File: src/rtl/esfa_bench_ctrl_if.sv
// Host/ESFA-facing signal bundle for the benchmark sequencer.
// slave = sequencer view, master = host/testbench view.
interface esfa_bench_ctrl_if #(
  parameter int RUNS_W = 8,
  parameter int CYC_W  = 24
);
  logic              start;
  logic [RUNS_W-1:0] num_runs;
  logic              abort;
  logic              dut_do_run;
  logic              dut_is_running;
  logic              dut_was_successful;
  logic              busy;
  logic              done;
  logic              aborted;
  logic [RUNS_W-1:0] pass_count;
  logic [RUNS_W-1:0] fail_count;
  logic [RUNS_W-1:0] timeout_count;
  logic [CYC_W-1:0]  last_cycles;
  logic [CYC_W-1:0]  max_cycles;

  modport slave (
    input  start, num_runs, abort, dut_is_running, dut_was_successful,
    output dut_do_run, busy, done, aborted, pass_count, fail_count,
           timeout_count, last_cycles, max_cycles
  );

  modport master (
    output start, num_runs, abort, dut_is_running, dut_was_successful,
    input  dut_do_run, busy, done, aborted, pass_count, fail_count,
           timeout_count, last_cycles, max_cycles
  );
endinterface

File: src/rtl/esfa_bench_ctrl.sv
// On-chip benchmark sequencer for ESFA: launches N runs, times each one,
// enforces start/run timeouts and accumulates pass/fail/timeout statistics.
module esfa_bench_ctrl #(
  parameter int RUNS_W     = 8,
  parameter int CYC_W      = 24,
  parameter int START_WAIT = 16,
  parameter int TIMEOUT    = 20000,
  parameter int GAP        = 4
) (
  input  logic              clk,
  input  logic              reset,
  esfa_bench_ctrl_if.slave  ctl
);

  localparam int WAIT_W = $clog2(START_WAIT + 1);
  localparam int GAP_W  = $clog2(GAP + 1);
  localparam logic [WAIT_W-1:0] WAIT_LAST = WAIT_W'(START_WAIT - 1);
  // One extra GAP cycle so the start-timeout path (no SAMPLE cycle) still
  // leaves at least GAP+1 low cycles between do_run pulses.
  localparam logic [GAP_W-1:0]  GAP_LAST  = GAP_W'(GAP);
  localparam logic [CYC_W-1:0]  CYC_LIMIT = CYC_W'(TIMEOUT);

  typedef enum logic [2:0] {
    S_IDLE, S_LAUNCH, S_RUN, S_SAMPLE, S_GAP, S_DONE
  } state_t;

  state_t            r_state,     w_state;
  logic [RUNS_W-1:0] r_runs_left, w_runs_left;
  logic [WAIT_W-1:0] r_wait,      w_wait;
  logic [GAP_W-1:0]  r_gap,       w_gap;
  logic [CYC_W-1:0]  r_cyc,       w_cyc;
  logic [RUNS_W-1:0] r_pass,      w_pass;
  logic [RUNS_W-1:0] r_fail,      w_fail;
  logic [RUNS_W-1:0] r_tmo,       w_tmo;
  logic [CYC_W-1:0]  r_last,      w_last;
  logic [CYC_W-1:0]  r_max,       w_max;
  logic              r_aborted,   w_aborted;
  logic              r_do_run;
  logic              r_busy;
  logic              r_done;
  logic              w_active;

  function automatic logic [RUNS_W-1:0] sat_inc(input logic [RUNS_W-1:0] v);
    return (v == '1) ? v : v + 1'b1;
  endfunction

  assign w_active = (r_state == S_LAUNCH) || (r_state == S_RUN) ||
                    (r_state == S_SAMPLE) || (r_state == S_GAP);

  always_comb begin
    w_state     = r_state;
    w_runs_left = r_runs_left;
    w_wait      = r_wait;
    w_gap       = r_gap;
    w_cyc       = r_cyc;
    w_pass      = r_pass;
    w_fail      = r_fail;
    w_tmo       = r_tmo;
    w_last      = r_last;
    w_max       = r_max;
    w_aborted   = r_aborted;

    // Abort overrides everything else, including a same-edge timeout.
    if (ctl.abort && w_active) begin
      w_state   = S_DONE;
      w_aborted = 1'b1;
    end else begin
      case (r_state)
        S_IDLE: begin
          if (ctl.start) begin
            w_runs_left = ctl.num_runs;
            w_wait      = '0;
            w_pass      = '0;
            w_fail      = '0;
            w_tmo       = '0;
            w_last      = '0;
            w_max       = '0;
            w_aborted   = 1'b0;
            w_state     = (ctl.num_runs == '0) ? S_DONE : S_LAUNCH;
          end
        end
        S_LAUNCH: begin
          if (ctl.dut_is_running) begin
            w_cyc   = CYC_W'(1);
            w_state = S_RUN;
          end else if (r_wait == WAIT_LAST) begin
            w_tmo   = sat_inc(r_tmo);
            w_gap   = '0;
            w_state = S_GAP;
          end else begin
            w_wait = r_wait + 1'b1;
          end
        end
        S_RUN: begin
          if (!ctl.dut_is_running) begin
            w_state = S_SAMPLE;
          end else if (r_cyc >= CYC_LIMIT) begin
            w_tmo   = sat_inc(r_tmo);
            w_last  = CYC_LIMIT;
            w_gap   = '0;
            w_state = S_GAP;
          end else begin
            w_cyc = r_cyc + 1'b1;
          end
        end
        S_SAMPLE: begin
          if (ctl.dut_was_successful) w_pass = sat_inc(r_pass);
          else                        w_fail = sat_inc(r_fail);
          w_last  = r_cyc;
          if (r_cyc > r_max) w_max = r_cyc;
          w_gap   = '0;
          w_state = S_GAP;
        end
        S_GAP: begin
          if ((r_gap >= GAP_LAST) && !ctl.dut_is_running) begin
            if (r_runs_left <= RUNS_W'(1)) begin
              w_runs_left = '0;
              w_state     = S_DONE;
            end else begin
              w_runs_left = r_runs_left - 1'b1;
              w_wait      = '0;
              w_state     = S_LAUNCH;
            end
          end else if (r_gap < GAP_LAST) begin
            w_gap = r_gap + 1'b1;
          end
        end
        S_DONE:  w_state = S_IDLE;
        default: w_state = S_IDLE;
      endcase
    end
  end

  always_ff @(posedge clk or posedge reset) begin
    if (reset) begin
      r_state     <= S_IDLE;
      r_runs_left <= '0;
      r_wait      <= '0;
      r_gap       <= '0;
      r_cyc       <= '0;
      r_pass      <= '0;
      r_fail      <= '0;
      r_tmo       <= '0;
      r_last      <= '0;
      r_max       <= '0;
      r_aborted   <= 1'b0;
      r_do_run    <= 1'b0;
      r_busy      <= 1'b0;
      r_done      <= 1'b0;
    end else begin
      r_state     <= w_state;
      r_runs_left <= w_runs_left;
      r_wait      <= w_wait;
      r_gap       <= w_gap;
      r_cyc       <= w_cyc;
      r_pass      <= w_pass;
      r_fail      <= w_fail;
      r_tmo       <= w_tmo;
      r_last      <= w_last;
      r_max       <= w_max;
      r_aborted   <= w_aborted;
      r_do_run    <= (w_state == S_LAUNCH) || (w_state == S_RUN);
      r_busy      <= (w_state != S_IDLE);
      r_done      <= (w_state == S_DONE);
    end
  end

  assign ctl.dut_do_run    = r_do_run;
  assign ctl.busy          = r_busy;
  assign ctl.done          = r_done;
  assign ctl.aborted       = r_aborted;
  assign ctl.pass_count    = r_pass;
  assign ctl.fail_count    = r_fail;
  assign ctl.timeout_count = r_tmo;
  assign ctl.last_cycles   = r_last;
  assign ctl.max_cycles    = r_max;

endmodule

File: src/flat_wrapper.sv
// flat-port wrapper written by rule: the top's interface ports become plain ports
module esfa_bench_ctrl_flat 
#(
  parameter int RUNS_W     = 8,
  parameter int CYC_W      = 24,
  parameter int START_WAIT = 16,
  parameter int TIMEOUT    = 20000,
  parameter int GAP        = 4
)
  (clk, reset, ctl_start, ctl_num_runs, ctl_abort, ctl_dut_is_running, ctl_dut_was_successful, ctl_dut_do_run, ctl_busy, ctl_done, ctl_aborted, ctl_pass_count, ctl_fail_count, ctl_timeout_count, ctl_last_cycles, ctl_max_cycles);
  esfa_bench_ctrl_if #(.RUNS_W(RUNS_W), .CYC_W(CYC_W)) ctl_i ();
  input  logic clk;
  input  logic reset;
  input wire logic [$bits(ctl_i.start)-1:0] ctl_start;
  input wire logic [$bits(ctl_i.num_runs)-1:0] ctl_num_runs;
  input wire logic [$bits(ctl_i.abort)-1:0] ctl_abort;
  input wire logic [$bits(ctl_i.dut_is_running)-1:0] ctl_dut_is_running;
  input wire logic [$bits(ctl_i.dut_was_successful)-1:0] ctl_dut_was_successful;
  output wire logic [$bits(ctl_i.dut_do_run)-1:0] ctl_dut_do_run;
  output wire logic [$bits(ctl_i.busy)-1:0] ctl_busy;
  output wire logic [$bits(ctl_i.done)-1:0] ctl_done;
  output wire logic [$bits(ctl_i.aborted)-1:0] ctl_aborted;
  output wire logic [$bits(ctl_i.pass_count)-1:0] ctl_pass_count;
  output wire logic [$bits(ctl_i.fail_count)-1:0] ctl_fail_count;
  output wire logic [$bits(ctl_i.timeout_count)-1:0] ctl_timeout_count;
  output wire logic [$bits(ctl_i.last_cycles)-1:0] ctl_last_cycles;
  output wire logic [$bits(ctl_i.max_cycles)-1:0] ctl_max_cycles;
  assign ctl_i.start = ctl_start;
  assign ctl_i.num_runs = ctl_num_runs;
  assign ctl_i.abort = ctl_abort;
  assign ctl_i.dut_is_running = ctl_dut_is_running;
  assign ctl_i.dut_was_successful = ctl_dut_was_successful;
  assign ctl_dut_do_run = ctl_i.dut_do_run;
  assign ctl_busy = ctl_i.busy;
  assign ctl_done = ctl_i.done;
  assign ctl_aborted = ctl_i.aborted;
  assign ctl_pass_count = ctl_i.pass_count;
  assign ctl_fail_count = ctl_i.fail_count;
  assign ctl_timeout_count = ctl_i.timeout_count;
  assign ctl_last_cycles = ctl_i.last_cycles;
  assign ctl_max_cycles = ctl_i.max_cycles;
  esfa_bench_ctrl #(.RUNS_W(RUNS_W), .CYC_W(CYC_W), .START_WAIT(START_WAIT), .TIMEOUT(TIMEOUT), .GAP(GAP)) u_core (.clk(clk), .reset(reset), .ctl(ctl_i));
endmodule
File: config.mk
export PLATFORM = sky130hd
export DESIGN_NAME = esfa_bench_ctrl_flat
export DESIGN_NICKNAME = d
export VERILOG_FILES = /design/src/rtl/esfa_bench_ctrl_if.sv /design/src/rtl/esfa_bench_ctrl.sv /design/src/flat_wrapper.sv
export SDC_FILE = /design/constraint.sdc
export NUM_CORES = 1
export LEC_CHECK = 0
export ABC_AREA = 0
export CORE_MARGIN = 4
export CORE_UTILIZATION = 35
export DETAILED_ROUTE_END_ITERATION = 16
export PLACE_DENSITY_LB_ADDON = 0.15
export SLEW_MARGIN = 20
export SYNTH_ARGS = -nofsm -noshare
export SYNTH_HDL_FRONTEND = slang
export SYNTH_SLANG_ARGS = --single-unit
File: constraint.sdc
create_clock -name clk -period 4.3 [get_ports clk]
set_input_delay 0.86 -clock clk [delete_from_list [all_inputs] [get_ports clk]]
set_output_delay 0.86 -clock clk [all_outputs]
set_load 0.01 [all_outputs]
; Word-level counts from Yosys, hierarchy flattened
; Cells that the tools add are included.
[totals]
output_inout_bits = 76
ff_bits = 119
[op_classes]
add_sub_neg = 7
n_lt_le_gt_ge = 5
eq_ne = 28
n_reduce_logical = 29
mux = 53
bitwise = 1
[ops]
columns = operator, n
row1 = 24-bit two-way mux, 7
row2 = 8-bit two-way mux, 13
row3 = 24-bit case mux with 2 select lines, 2
row4 = 24-bit case mux with 3 select lines, 1
row5 = 8-bit case mux with 2 select lines, 3
row6 = 3-bit two-way mux, 15
row7 = 2-bit inequality test (second input constant), 17
row8 = 5-bit two-way mux, 5
row9 = 24-bit by 1-bit adder with 24-bit output (second input constant), 1
row10 = 8-bit by 1-bit adder with 8-bit output (second input constant), 3
row11 = 8-bit equality test (second input constant), 3
row12 = 24-bit by 15-bit >= comparator with 1-bit output (second input constant), 1
row13 = 24-bit greater-than comparator, 1
row14 = 8-bit case mux with 3 select lines, 1
row15 = 5-bit AND reduction, 4
row16 = 3-bit case mux with 5 select lines, 1
row17 = 5-bit case mux with 3 select lines, 1
row18 = 7-bit AND reduction, 2
row19 = 3-bit case mux with 4 select lines, 1
row20 = 3-bit nonzero test, 4
row21 = 2-bit nonzero test, 5
row22 = 3-bit by 2-bit equality test with 1-bit output (second input constant), 3
row23 = 8-bit by 1-bit less-or-equal comparator with 1-bit output (second input constant), 1
row24 = 8-bit logical NOT, 1
row25 = 18 further kinds, 27

; Logic depth before layout (Yosys ltp)
[depth]
word_depth = 8
mapped_depth = 10

; Worst setup path before layout
; Ideal clock, no wire load.
[synth_path]
path_kind = in2reg
start = input ctl_dut_is_running
end = register u_core.r_wait[3]
stages = 7
arrival_ns = 2.593
setup_slack_ns = 1.638
setup_ns = 0.069
required_ns = 4.231
cell_sequence = buf_6 > or4_1 > o21ai_0 > or3b_1 > buf_2 > or4_1 > nand3_1
[synth_via]
elab_chain_cells = 4
[synth_rtl]
columns = element, line
row1 = from (decl), flat_wrapper.sv:17  ; input wire logic [$bits(ctl_i.dut_is_running)-1:0] ctl_dut_is_running;
row2 = 1-bit logical NOT, --
row3 = 1-bit logical AND, esfa_bench_ctrl.sv:115  ; if ((r_gap >= GAP_LAST) && !ctl.dut_is_running) begin
row4 = 2-bit inequality test (no line), --
row5 = 7-bit AND reduction (no line) (*), --
row6 = to (signal assigned), esfa_bench_ctrl.sv:153  ; r_wait <= w_wait;
row7 = to (decl), esfa_bench_ctrl.sv:29  ; logic [WAIT_W-1:0] r_wait, w_wait;
; Mark *: on every way between the ends. The rest lies on a longest branch, timed or not.
; A chain may end at the register's enable or synchronous reset.

; Worst setup path in the final report
[layout_path]
start = register u_core.r_cyc[23]
end = register u_core.r_max[8], in the netlist u_core.ctl.max_cycles[8]
[layout_via]
elab_chain_cells = 3
[layout_rtl]
columns = element, line
row1 = from (decl), esfa_bench_ctrl.sv:31  ; logic [CYC_W-1:0] r_cyc, w_cyc;
row2 = from (signal assigned), esfa_bench_ctrl.sv:155  ; r_cyc <= w_cyc;
row3 = 24-bit greater-than comparator, esfa_bench_ctrl.sv:110  ; if (r_cyc > r_max) w_max = r_cyc;
row4 = 2-bit inequality test (no line), --
row5 = 4-bit AND reduction (no line), --
row6 = to (signal assigned), esfa_bench_ctrl.sv:160  ; r_max <= w_max;
row7 = to (decl), esfa_bench_ctrl.sv:36  ; logic [CYC_W-1:0] r_max, w_max;
; Every way passes these cells.

==> results.toml <==
[timing]
clock_skew_ns = 0.01144
finalSetupTns_ns = 0
fin_crit_sh_pct = 68.77
max_freq_mhz = 338.2
tightestPinTransition_ns = 0.9458
holdWs_ns = 0.4914
setup_viol_count_final = 0
drv_slew = 0
report.final.hold_viol_count = 0
min_period_ns = 2.957
rsz0062_at_grt = "no"
maxSlewHeadroom_pct = 36.53

[routing]
vias = 5041
via_per_inst = 5.218
drc = 0
routedWlPerCell_um = 16.58
drtPass1Iterations = 5
drt_iter0_markers = 270
wl_um = 16020
drtAntennaViolNets = 0

[synthesis]
synthFlopType = "dfrtp_1"
synthTopCellsByArea = "dfrtp_1 48%, ha_1 6.8%, nor2_1 3.7%"
synth_area_mm2 = 0.006242
synthSimpleGateAreaFrac_pct = 20.73
async_flop_share_pct = 100.0
synth_most_common_cell = "dfrtp_1"
postSynthNetCount = 686
synth_top_family_by_area = "simple AND/OR/NAND/NOR gates"
synth.distinct_cells = 59
synth_common_cells = "119 x dfrtp_1, 62 x nor2_1, 56 x nand2_1, 39 x inv_1, 34 x ha_1"
yosysWarnings = 0
yosysSeqAreaShare_pct = 47.70
syn_area_per_cell_um2 = 9.784
synth_compound_gate_area_share_pct = 11.81
synth-xor-area-share_pct = 3.788
synth_mux_area_share_pct = 4.831
synth_fa_ha_area_share_pct = 6.815
synth_seq_cells = 119
synth_top_area_share_pct = 47.70
synth-edff-count = 0
yosysTopAreaCell = "dfrtp_1"
syn_inst = 638

[clock_network]
root_buffer = "clkbuf_16"
clk_latency_ns = 0.42
clock-sinks = 119
clk_path_buf_depth = 2
cts_buffers = 17
clkSlewWorstSetupHoldPaths_ns = 0.06
ctsHoldBuffers = 0
cts_resized = 0
cts_setup_buffers = 0
cts_tree = "yes"
cts-htree-levels = 4

[cells_and_area]
antenna_cells = 0
syn_to_final_growth_pct = 28.64
fillers = 1678
stdcell_count = 966
drive_gt1_share_pct = 7.962
nets = 776

[run_status]
outcome = "finished clean"

[setup_path]
critPathMaxStageDelay_ns = 0.59
critPathLaunch = "u_core.r_cyc[23]"
start_kind = "register"
required_ns = 4.63
endpoint_kind = "register"
worstSetupPathType = "reg2reg"
slowest_stage = "nor4_1"
crit_chain = "ha_1, nand4_1, nor4_1, nand2_1, a21oi_1, a31o_2, buf_4, mux2i_1"
reg2reg_from = "u_core.r_cyc[23]"
cp.arrival_ns = 3.29
critPathMaxFanout = 17

[grt]
grt_pass1_vias = 5049
grtUsageTotal_pct = 16.54
grt_pass1_wl_um = 26630
antenna_found_initial = 0
grt_max_degree = 74
grt_overflow = 0

[power]
p_per_area_mw_per_mm2 = 565.4
p_leak_nw = 3.702
finalPower_w = 0.004540
vdd_drop_max_mv = 0.2752

[floorplanning]
pin_count = 90
fp.dieW_um = 141.5
coreArea_mm2 = 0.01742
start_util_pct = 35.84
num_rows = 48
dieArea_mm2 = 0.02004
dieHeight_um = 141.5

[placed_design]
portBuffers = 89
gp_congestion = 0.7958
dp_cells = 934
dp_hpwl_um = 11470

[min_path]
hp-start = "u_core.r_wait[4]"
hold_class = "reg2reg"

[flow_run]
drv_cap = 0
## placed cells by master, fill, tap and decap left out, types with 21 or more instances in the layout
cell	netlist	final
nor2_1	62	62
inv_1	39	38
nand2_1	56	56
dfrtp_1	119	119
clkdlybuf4s50_1	0	89
a21oi_1	27	27
ha_1	34	34
nand3_1	28	28
o21ai_0	30	30
a22o_1	21	21
## per-layer routing
| layer | global-route usage (%) | share of wire [%] |
|---|---|---|
| met1 | 22.24 | 48 |
| met2 | 26.54 | 47 |
| met3 | 4.179 | 3.6 |
| met4 | 4.747 | 1.3 |
| met5 | 0 | 0 |
## power by group
group	internal, W	switching [W]	total [W]
sequential	0.00134	0.000224	0.00156
clock	0.00106	0.000517	0.00158
combinational	0.000614	0.000787	0.00140
total	0.00301	0.00153	0.00454
## metrics by stage
stage,worst slack [ns],util (%),instance area (um^2)
finish,1.343,46.11,8030
global route,1.176,46.11,8030
CTS,1.332,46.11,8030
detailed placement,1.022,42.35,7376
global placement,1.035,42.35,7376
floorplan,0.2825,-,6242
## cells by family (layout without fill, tap and decap cells)
logic type / Yosys count / after routing
AO/OA/AOI/OAI: 113 / 113
XOR/XNOR: 27 / 27
adder cells (fa/ha/maj): 34 / 34
buffers and inverters: 66 / 169
flip-flops: 119 / 119
multiplexers: 29 / 29
AND/OR/NAND/NOR: 250 / 250
## final timing paths
kind | to | slack, ns | depth (start not counted)
max | u_core.ctl.max_cycles[8] | 1.34 | 8
min | u_core.r_wait[4] | 0.49 | 2
max reg2reg | u_core.ctl.max_cycles[8] | 1.34 | 8
min reg2reg | u_core.r_wait[4] | 0.49 | 2
max in group asynchronous | u_core.ctl.busy | 2.58 | 3
min in group asynchronous | u_core.r_cyc[16] | 0.88 | 2
## sequential cells by signal, indices dropped and copies added (netlist names)
signal                    flops
u_core.ctl.aborted            1
u_core.ctl.busy               1
u_core.ctl.done               1
u_core.ctl.dut_do_run         1
u_core.ctl.fail_count         8
u_core.ctl.last_cycles       24
u_core.ctl.max_cycles        24
u_core.ctl.pass_count         8
u_core.ctl.timeout_count      8
u_core.r_cyc                 24
u_core.r_gap                  3
u_core.r_runs_left            8
u_core.r_state                3
u_core.r_wait                 5
## layout make-up
| type | count | area [um^2] | area share (%) |
|---|---|---|---|
| well taps | 225 | 281.5 | 3.506 |
| clock inverters | 12 | 197.7 | 2.462 |
| repair buffers | 97 | 963.4 | 12.00 |
| inverters | 40 | 152.6 | 1.901 |
| flip-flops and latches | 119 | 2978 | 37.08 |
| multi-input cells | 453 | 3000 | 37.36 |
| clock buffers | 20 | 456.7 | 5.687 |
## critical path, delay by kind of cell (launching register included)
kind	cells	cell delay, ns
and+or+nand+nor	3	0.94
AOI/OAI and AO/OA	2	0.67
DFF	1	0.44
adders and majority gates	1	0.33
buffers and inverters	1	0.30
muxes	1	0.20
Note: power is estimated with default switching activity, not from simulation.
